### src/rtl/core_fetch_seq_if.sv
// ============================================================================
// Module   : core_fetch_seq_if
// Brief    : ITCM read port, redirect and decode handshake of the fetch sequencer.
// Revision : 1.0
// ============================================================================
`default_nettype none

interface core_fetch_seq_if #(
    parameter int ADDR_W = 32,
    parameter int DATA_W = 32
);
    logic [ADDR_W-1:0] inst_addr_o;
    logic [DATA_W-1:0] inst_data_i;
    logic              redirect_i;
    logic [ADDR_W-1:0] redirect_pc_i;
    logic              id_valid_o;
    logic              id_ready_i;
    logic [DATA_W-1:0] id_inst_o;
    logic [ADDR_W-1:0] id_pc_o;

    modport master (
        output inst_addr_o,
        input  inst_data_i,
        input  redirect_i,
        input  redirect_pc_i,
        output id_valid_o,
        input  id_ready_i,
        output id_inst_o,
        output id_pc_o
    );

    modport slave (
        input  inst_addr_o,
        output inst_data_i,
        output redirect_i,
        output redirect_pc_i,
        input  id_valid_o,
        output id_ready_i,
        input  id_inst_o,
        input  id_pc_o
    );
endinterface

`default_nettype wire

### src/rtl/core_fetch_seq.sv
// ============================================================================
// Module   : core_fetch_seq
// Brief    : Instruction-fetch sequencer with 2-entry {pc, inst} FIFO and
//            redirect flush. Optional FETCH_PERF_EN adds pop/redirect counters.
// Revision : 1.0
// ============================================================================
`default_nettype none

module core_fetch_seq #(
    parameter int                ADDR_W   = 32,
    parameter int                DATA_W   = 32,
    parameter logic [ADDR_W-1:0] RESET_PC = '0
) (
    input  wire logic        clk_i,
    input  wire logic        rst_i,
    core_fetch_seq_if.master bus
`ifdef FETCH_PERF_EN
    ,
    output logic [31:0]      fetch_cnt_o,
    output logic [31:0]      flush_cnt_o
`endif
);

    logic [ADDR_W-1:0] r_pc;
    logic              r_req;
    logic [ADDR_W-1:0] r_req_pc;
    logic [1:0]        r_count;
    logic [ADDR_W-1:0] r_e0_pc;
    logic [DATA_W-1:0] r_e0_inst;
    logic [ADDR_W-1:0] r_e1_pc;
    logic [DATA_W-1:0] r_e1_inst;

    logic              w_pop;
    logic              w_push;
    logic              w_issue;
    logic [2:0]        w_occ;
    logic              w_slot1;
    logic [ADDR_W-1:0] w_target;
    logic              w_unused_lsb;

    assign w_pop    = (r_count != 2'd0) & bus.id_ready_i;
    assign w_push   = r_req & ~bus.redirect_i;
    // Occupancy after this cycle's pop, counting the response still in flight.
    assign w_occ    = {1'b0, r_count} + {2'b00, r_req} - {2'b00, w_pop};
    assign w_issue  = ~bus.redirect_i & (w_occ <= 3'd1);
    assign w_slot1  = (r_count - {1'b0, w_pop}) == 2'd1;
    assign w_target = {bus.redirect_pc_i[ADDR_W-1:2], 2'b00};
    assign w_unused_lsb = ^bus.redirect_pc_i[1:0];

    assign bus.inst_addr_o = r_pc;
    assign bus.id_valid_o  = r_count != 2'd0;
    assign bus.id_inst_o   = r_e0_inst;
    assign bus.id_pc_o     = r_e0_pc;

    always_ff @(posedge clk_i) begin
        if (rst_i) begin
            r_pc      <= RESET_PC;
            r_req     <= 1'b0;
            r_req_pc  <= '0;
            r_count   <= 2'd0;
            r_e0_pc   <= '0;
            r_e0_inst <= '0;
            r_e1_pc   <= '0;
            r_e1_inst <= '0;
        end else begin
            r_req    <= w_issue;
            r_req_pc <= r_pc;
            if (bus.redirect_i) begin
                r_pc <= w_target;
            end else if (w_issue) begin
                r_pc <= r_pc + ADDR_W'(4);
            end

            if (bus.redirect_i) begin
                r_count <= 2'd0;
            end else begin
                r_count <= r_count + {1'b0, w_push} - {1'b0, w_pop};
                if (w_pop) begin
                    r_e0_pc   <= r_e1_pc;
                    r_e0_inst <= r_e1_inst;
                end
                // Later assignments override the shift when the push lands in the head slot.
                if (w_push && !w_slot1) begin
                    r_e0_pc   <= r_req_pc;
                    r_e0_inst <= bus.inst_data_i;
                end
                if (w_push && w_slot1) begin
                    r_e1_pc   <= r_req_pc;
                    r_e1_inst <= bus.inst_data_i;
                end
            end
        end
    end

`ifdef FETCH_PERF_EN
    logic [31:0] r_fetch_cnt;
    logic [31:0] r_flush_cnt;

    always_ff @(posedge clk_i) begin
        if (rst_i) begin
            r_fetch_cnt <= 32'd0;
            r_flush_cnt <= 32'd0;
        end else begin
            if (w_pop) begin
                r_fetch_cnt <= r_fetch_cnt + 32'd1;
            end
            if (bus.redirect_i) begin
                r_flush_cnt <= r_flush_cnt + 32'd1;
            end
        end
    end

    assign fetch_cnt_o = r_fetch_cnt;
    assign flush_cnt_o = r_flush_cnt;
`endif

endmodule

`default_nettype wire

### src/flat_wrapper.sv
// flat-port wrapper written by rule: the top's interface ports become plain ports
module core_fetch_seq_flat 
#(
    parameter int                ADDR_W   = 32,
    parameter int                DATA_W   = 32,
    parameter logic [ADDR_W-1:0] RESET_PC = '0
)
  (clk_i, rst_i, bus_inst_addr_o, bus_inst_data_i, bus_redirect_i, bus_redirect_pc_i, bus_id_valid_o, bus_id_ready_i, bus_id_inst_o, bus_id_pc_o);
  core_fetch_seq_if #(.ADDR_W(ADDR_W), .DATA_W(DATA_W)) bus_i ();
  input  wire logic clk_i;
  input  wire logic rst_i;
  output wire logic [$bits(bus_i.inst_addr_o)-1:0] bus_inst_addr_o;
  input wire logic [$bits(bus_i.inst_data_i)-1:0] bus_inst_data_i;
  input wire logic [$bits(bus_i.redirect_i)-1:0] bus_redirect_i;
  input wire logic [$bits(bus_i.redirect_pc_i)-1:0] bus_redirect_pc_i;
  output wire logic [$bits(bus_i.id_valid_o)-1:0] bus_id_valid_o;
  input wire logic [$bits(bus_i.id_ready_i)-1:0] bus_id_ready_i;
  output wire logic [$bits(bus_i.id_inst_o)-1:0] bus_id_inst_o;
  output wire logic [$bits(bus_i.id_pc_o)-1:0] bus_id_pc_o;
  assign bus_inst_addr_o = bus_i.inst_addr_o;
  assign bus_i.inst_data_i = bus_inst_data_i;
  assign bus_i.redirect_i = bus_redirect_i;
  assign bus_i.redirect_pc_i = bus_redirect_pc_i;
  assign bus_id_valid_o = bus_i.id_valid_o;
  assign bus_i.id_ready_i = bus_id_ready_i;
  assign bus_id_inst_o = bus_i.id_inst_o;
  assign bus_id_pc_o = bus_i.id_pc_o;
  core_fetch_seq #(.ADDR_W(ADDR_W), .DATA_W(DATA_W), .RESET_PC(RESET_PC)) u_core (.clk_i(clk_i), .rst_i(rst_i), .bus(bus_i));
endmodule
### config.mk
export PLATFORM = sky130hd
export DESIGN_NAME = core_fetch_seq_flat
export DESIGN_NICKNAME = d
export VERILOG_FILES = /design/src/rtl/core_fetch_seq_if.sv /design/src/rtl/core_fetch_seq.sv /design/src/flat_wrapper.sv
export SDC_FILE = /design/constraint.sdc
export NUM_CORES = 1
export LEC_CHECK = 0
export BUFFER_PORTS_ARGS = -buffer_cell sky130_fd_sc_hd__buf_2
export CORE_ASPECT_RATIO = 1.5
export CORE_MARGIN = 1
export CORE_UTILIZATION = 50
export DETAILED_ROUTE_END_ITERATION = 16
export PLACE_DENSITY = 0.7
export REMOVE_ABC_BUFFERS = 1
export SLEW_MARGIN = 20
export SYNTH_ARGS = -nofsm -noshare
export SYNTH_HDL_FRONTEND = slang
export SYNTH_SLANG_ARGS = --single-unit
### constraint.sdc
create_clock -name clk_i -period 9.4 [get_ports clk_i]
set_clock_uncertainty 0.05 [all_clocks]
set_input_delay 0 -clock clk_i [delete_from_list [all_inputs] [get_ports clk_i]]
set_output_delay 0 -clock clk_i [all_outputs]
set_load 0.01 [all_outputs]
==> results of run 1 <==
power by group:
| part | switching, mW | internal (mW) |
|---|---|---|
| registers | 0.0264 | 0.823 |
| logic | 0.0810 | 0.0733 |
| clock network | 0.318 | 0.381 |
| total | 0.425 | 1.28 |
worst max-delay path: cells and delay by family (launching register included):
kind,cells,cell delay (ns)
compound gates,2,0.62
xor+xnor,1,0.19
fa+ha+maj,2,0.86
buf+inv,1,0.04
flops,1,0.42
simple gates,2,1.19
timing repair:
| action | 4_1_cts | 5_1_grt |
|---|---|---|
| setup buffers | 0 | 0 |
| hold buffers | 63 | 0 |
| endpoints found under the hold margin | 95 | 0 |
placed cells by master (no fill, tap or decap), drive strengths merged, types with 2 or more instances in the layout:
cell / netlist / final
and3: 7 / 7
a21boi: 2 / 2
and4: 7 / 7
nor3b: 3 / 3
clkinv: 0 / 2
a311oi: 6 / 6
nor4b: 4 / 4
nor3: 9 / 9
o211ai: 3 / 3
nand3b: 2 / 2
nor4bb: 2 / 2
inv: 19 / 27
nor4: 8 / 8
or4: 3 / 3
nand3: 16 / 16
clkbuf: 43 / 19
ha: 3 / 3
o31ai: 2 / 2
or3: 2 / 2
nor2b: 26 / 26
xor2: 7 / 7
clkinvlp: 0 / 2
o21ai: 8 / 8
mux2i: 62 / 62
xnor2: 5 / 5
or4b: 2 / 2
nand2b: 2 / 2
a21oi: 66 / 66
nor2: 95 / 95
nand2: 140 / 140
a211oi: 74 / 74
buf: 28 / 165
a2111oi: 7 / 7
and2: 2 / 2
dlygate4sd3: 0 / 63
conb: 1 / 4
nand4: 17 / 17
dfxtp: 187 / 187
a221oi: 3 / 3
flip-flops by register name, indices dropped and copies added (netlist names):
name,count
u_core.r_req,1
u_core.bus.id_inst_o,32
u_core.bus.inst_addr_o,30
u_core.r_e1_inst,32
u_core.bus.id_pc_o,30
u_core.r_e1_pc,30
u_core.r_count,2
u_core.r_req_pc,30
cells by family after synthesis:
| kind of cell | count (synthesis) | synth area share (%) |
|---|---|---|
| compound gates | 179 | 15.4 |
| xor+xnor | 12 | 1.45 |
| fa+ha+maj | 4 | 0.742 |
| buf+inv | 90 | 4.88 |
| flops | 187 | 48.2 |
| mux | 62 | 7.99 |
| other cells | 1 | 0.0483 |
| simple gates | 349 | 21.2 |
routing by layer:
layer / global-route usage (%) / vias to the layer above
met1: 29.1 / 3165
met2: 43.7 / 134
met3: 3.58 / 18
met4: 6.53 / 0
li1: - / 3447
met5: 0 / -
worst paths after layout:
path	endpoint	depth (start not counted)	slack (ns)	from
worst max-delay path	u_core.bus.inst_addr_o[16]	8	5.91	u_core.r_count[1]
worst min-delay path	u_core.r_req_pc[3]	2	0.006	rst_i
worst max register to register	u_core.bus.inst_addr_o[16]	8	5.91	u_core.r_count[1]
worst min register to register	u_core.r_e1_pc[24]	2	0.40	u_core.r_req_pc[24]
final cells by class:
type	instances	area, sq um
inverter	19	71.3
multi-input combinational	610	3680
sequential	187	3740
timing repair buffer	228	1480
fill	1320	5340
clock inverter	13	130
clock buffer	19	443
tap	199	249
through the flow:
step | hold WS [ns] | instance area, sq um | power, mW
CTS | 0.0479 | 9800 | 1.72
finish | 0.00593 | 9800 | 1.70
global placement | 0.205 | 8600 | 0.998
detailed placement | 0.209 | 8600 | 1.00
global route | 0.0760 | 9800 | 1.77
floorplan | 0.0167 | 7470 | 0.929
==> run metrics, run 1 <==
layout cells sized above 1 19.4%; DRC marker count from the first detailed-route iteration about 340; sum of negative setup slack 0 ns; Sink Count roughly 190; startpoint types flop; Synth Flop Type dfxtp_1; Routed WL between 15000 and 20000 microns; CP max FO 12; pwr/cell area about 170 nW/um^2; top post-synthesis cells by count dfxtp_1, nand2_1, nor2_1; DP Worst Slack 5.93 ns; largest net degree at the start of global routing 109; Total GRT Usage between 20% and 30%; period utilization a little under two fifths; RSZ-0062 raised after global routing no; initial antenna violation count 0; fmax between 200 and 300 MHz; Num CTS Buffers 17; Via density around 5.3; register bit count reported by yosys 187; top-area cell type share of the netlist area slightly below 50%; Clock Latency Late Sink about 0.42 ns; met3 routed wirelength approximately 660 microns; CTS tree yes; Finished Layout Cells about 1300; most frequent cell after synthesis dfxtp_1; GRT overflow 0; Slowest Stage Delay on Critical Path between 0.7 and 0.8 ns; cells after synthesis between 800 and 900; global-route wire length before repair ~31000 microns; Ports 165; Initial Util 51.3%; highest metal used met4; Worst-path clk slew 0.08 ns; fin nets 1135; antenna-violating nets left 0; Wirelength per Cell ~15 microns; met2 wire len roughly 9800 microns; First-pass DRT Iterations 5; post-CTS resize count 0; DPL Wire Length roughly 11000 microns; Avg Cell Area, Syn 8.78 sq um; Port-buffer cells 158; final hold vios 0; row count 55; placed cells roughly 1200; register area share after synthesis 48.2%; Placer Congestion about 0.76; number of setup violations in the final report 0; Die H 155 microns; Final Util 64.7%; DR vias between 6000 and 7000; top cells by area, synth dfxtp_1, mux2i_1, a211oi_1, nand2_1, nor2_1; Async SR Flop Fraction 0%; slowest CP cell nor4b_2; CP Data Arrival Time around 3.7 ns; post-route minimum period between 3 and 4 ns; Die Area 16000 sq um; Max VDD drop around 0.00013 V; post-layout worst setup margin approximately 5.9 ns; Hold Path Class primary input to flop; LEAKAGE 3.80 nW; status finished clean; clk buf depth 2; CP Capture Type flop; Layout area overhead 26.2%; worst-margin pin slew between 1 and 1.5 ns; Ys Warns 0; Final Slew Violations 0; Netlist cell types 59; Cell Area, Synth between 7000 and 8000 sq um; Cell Chain, Critical Path o21ai_1 > xnor2_1 > ha_1 > inv_1 > fa_1 > nor4b_2 > a2111oi_0 > or3_1; max_cap viols 0; WS Path Type flop to flop; Slew headroom 27.8%; Post-route DRC 0; Clock Tree Root clkbuf_16; EDFF count, synth 0; Core Region approximately 15000 sq um; Synth area leader dfxtp_1; M1 WL ~8500 microns; WP data required slightly below 10 ns; vias in the first global route 6372; Ant. Diodes 0; die extent in x between 100 and 150 microns; # H-tree levels 4
(Power assumes the default switching activity.)
==> run 2, diff against run 1 <==
Clock period 9.4 ns to 3.4 ns, I/O delays scaled along.
==> run 2 against run 1 <==
Compared with the run above: cell area up 2.0%; utilization up 1.3 points; power rose to 2.9 times the previous value; via count up 1.8%; register-to-register slack worse by 5.7 ns; worst setup slack worse by 5.7 ns; die area unchanged; clock power rose to 3.0 times the previous value.
==> run metrics, run 2 (same netlist as run 1, synthesis figures left out) <==
Sink Count 187 (unchanged); Port-buffer cells 158 (unchanged); Num CTS Buffers 17 (unchanged); initial antenna violation count 0 (unchanged); max_cap viols 0 (unchanged); startpoint types flop; LEAKAGE 3.88 nW (+2.3%); Die Area 16000 sq um (unchanged); register area 3740 sq um (unchanged); Final Slew Violations 0 (unchanged); Die H 155 microns (unchanged); layout cells sized above 1 20.2% (+0.80 points); Core Region 15100 sq um (unchanged); First-pass DRT Iterations 5 (unchanged); DR vias 6885 (+1.8%); Routed WL 19300 microns (+0.65%); Layout area overhead 28.7%; post-CTS resize count 0 (unchanged); period utilization 92.5% (+55 points); Initial Util 51.3% (unchanged); status finished clean; Placer Congestion 0.823 (+7.7%); Max VDD drop 0.000302 V (+140%); CP Data Arrival Time 3.46 ns (-0.27 ns); most frequent cells in the layout dfxtp_1, buf_2, nand2_1, nor2_1, a211oi_1; area of the multi-input gates 3680 sq um (unchanged); Post-route DRC 0 (unchanged); Clock Tree Root clkbuf_16; CTS tree yes; GRT overflow 0 (unchanged); # H-tree levels 4 (unchanged); antenna-violating nets left 0 (unchanged); fin nets 1147 (+1.1%); Worst-path clk slew 0.07 ns (about the same); fmax 318 MHz (+11%); DPL Wire Length 12000 microns (+4.1%); post-CTS setup buffers 0 (unchanged); row count 55 (unchanged); final hold vios 0 (unchanged); Ports 165 (unchanged); vias in the first global route 6472 (+1.6%); Total GRT Usage 23.8% (-0.082 points); die extent in x 104 microns (unchanged); Ant. Diodes 0 (unchanged); Clock Latency Late Sink 0.42 ns (about the same); global-route wire length before repair 31400 microns (unchanged); DRC marker count from the first detailed-route iteration 342 (-0.58%); pwr/cell area 485 nW/um^2 (+180%); Via density 5.35 (+0.84%); WS Path Type flop to flop; number of setup violations in the final report 0 (unchanged); post-route minimum period 3.15 ns (-0.341 ns); commonest non-fill, non-tap cell in the layout dfxtp_1; worst-margin pin slew 1.05 ns (-0.0303 ns); DP Worst Slack 0.274 ns (-5.66 ns); Wirelength per Cell 15.0 microns (-0.29%); CP max FO 8 (-4); hold_ws 0.0934 ns (+0.0874 ns); clk buf depth 2 (unchanged); Slew headroom 29.9% (+2.1 points); largest net degree at the start of global routing 146 (+34%); WP data required 3.72 ns (-5.93 ns); Hold Path Class primary input to flop; RSZ-0062 raised after global routing no; post-layout worst setup margin 0.254 ns (-5.66 ns); FILL cells 1292 (-2.1%); CP Capture Type flop; cts hold-fix bufs 65 (+3.2%)
==> run 2: cell types whose count changed in the layout (fill, tap and decap cells not counted), sizes merged <==
cell,before,now
clkinvlp,2,4
clkbuf,19,18
inv,27,25
buf,165,175
dlygate4sd3,63,65
bufinv,1,3
clkinv,2,1
==> run 2: layout make-up <==
type / count / share of cell area, %
clock buffers: 18 / 4.39
clock inverters: 14 / 1.83
inverters: 19 / 0.714
multi-input cells: 610 / 36.8
flip-flops and latches: 187 / 37.5
well taps: 199 / 2.49
repair buffers: 240 / 16.3
==> run 2: worst max-delay path, cell delays in order (launching register included) <==
cell and delay (ns):
dfxtp_1 0.35, o21ai_1 0.34, xnor2_1 0.17, ha_1 0.16
inv_1 0.05, fa_1 0.43, xor2_2 0.21, or4b_1 0.70
or4_1 0.55, nand3_1 0.09
==> run 2: worst paths after layout <==
| check | start | end | slack, ns | cells after the start |
|---|---|---|---|---|
| max | u_core.r_count[0] | u_core.bus.inst_addr_o[31] | 0.25 | 9 |
| min | bus_redirect_i | u_core.bus.inst_addr_o[27] | 0.09 | 3 |
| min reg2reg | u_core.r_req_pc[20] | u_core.r_e1_pc[20] | 0.40 | 2 |
| max reg2reg | u_core.r_count[0] | u_core.bus.inst_addr_o[31] | 0.25 | 9 |
==> run 2: where the power goes <==
group          leakage (nW)  switching, mW  internal, mW
Combinational          2.06          0.224         0.207
Clock                 0.294          0.873          1.20
Sequential             1.53         0.0763          2.27
==> run 2: per-layer routing <==
metal  global-route usage (%)  part of all wire, %  vias to the layer above
met5                        0                    0                        -
met4                     6.53                 0.98                        0
met3                     3.24                  3.7                       16
met2                     43.5                   51                      176
met1                     29.2                   44                     3209
li1                         -                    -                     3484
==> run 2: through the flow <==
stage | utilization (%) | area (sq um) | instances | power (mW) | TNS, ns
global route | 66.0 | 9990 | 1287 | 5.03 | 0
detailed placement | 57.6 | 8720 | 1190 | 2.77 | 0
global placement | 57.6 | 8720 | 1190 | 2.77 | 0
floorplan | - | 7470 | 816 | 2.57 | -112.96
CTS | 66.0 | 9990 | 1287 | 4.89 | 0
finish | 66.0 | 9990 | 1287 | 4.85 | 0
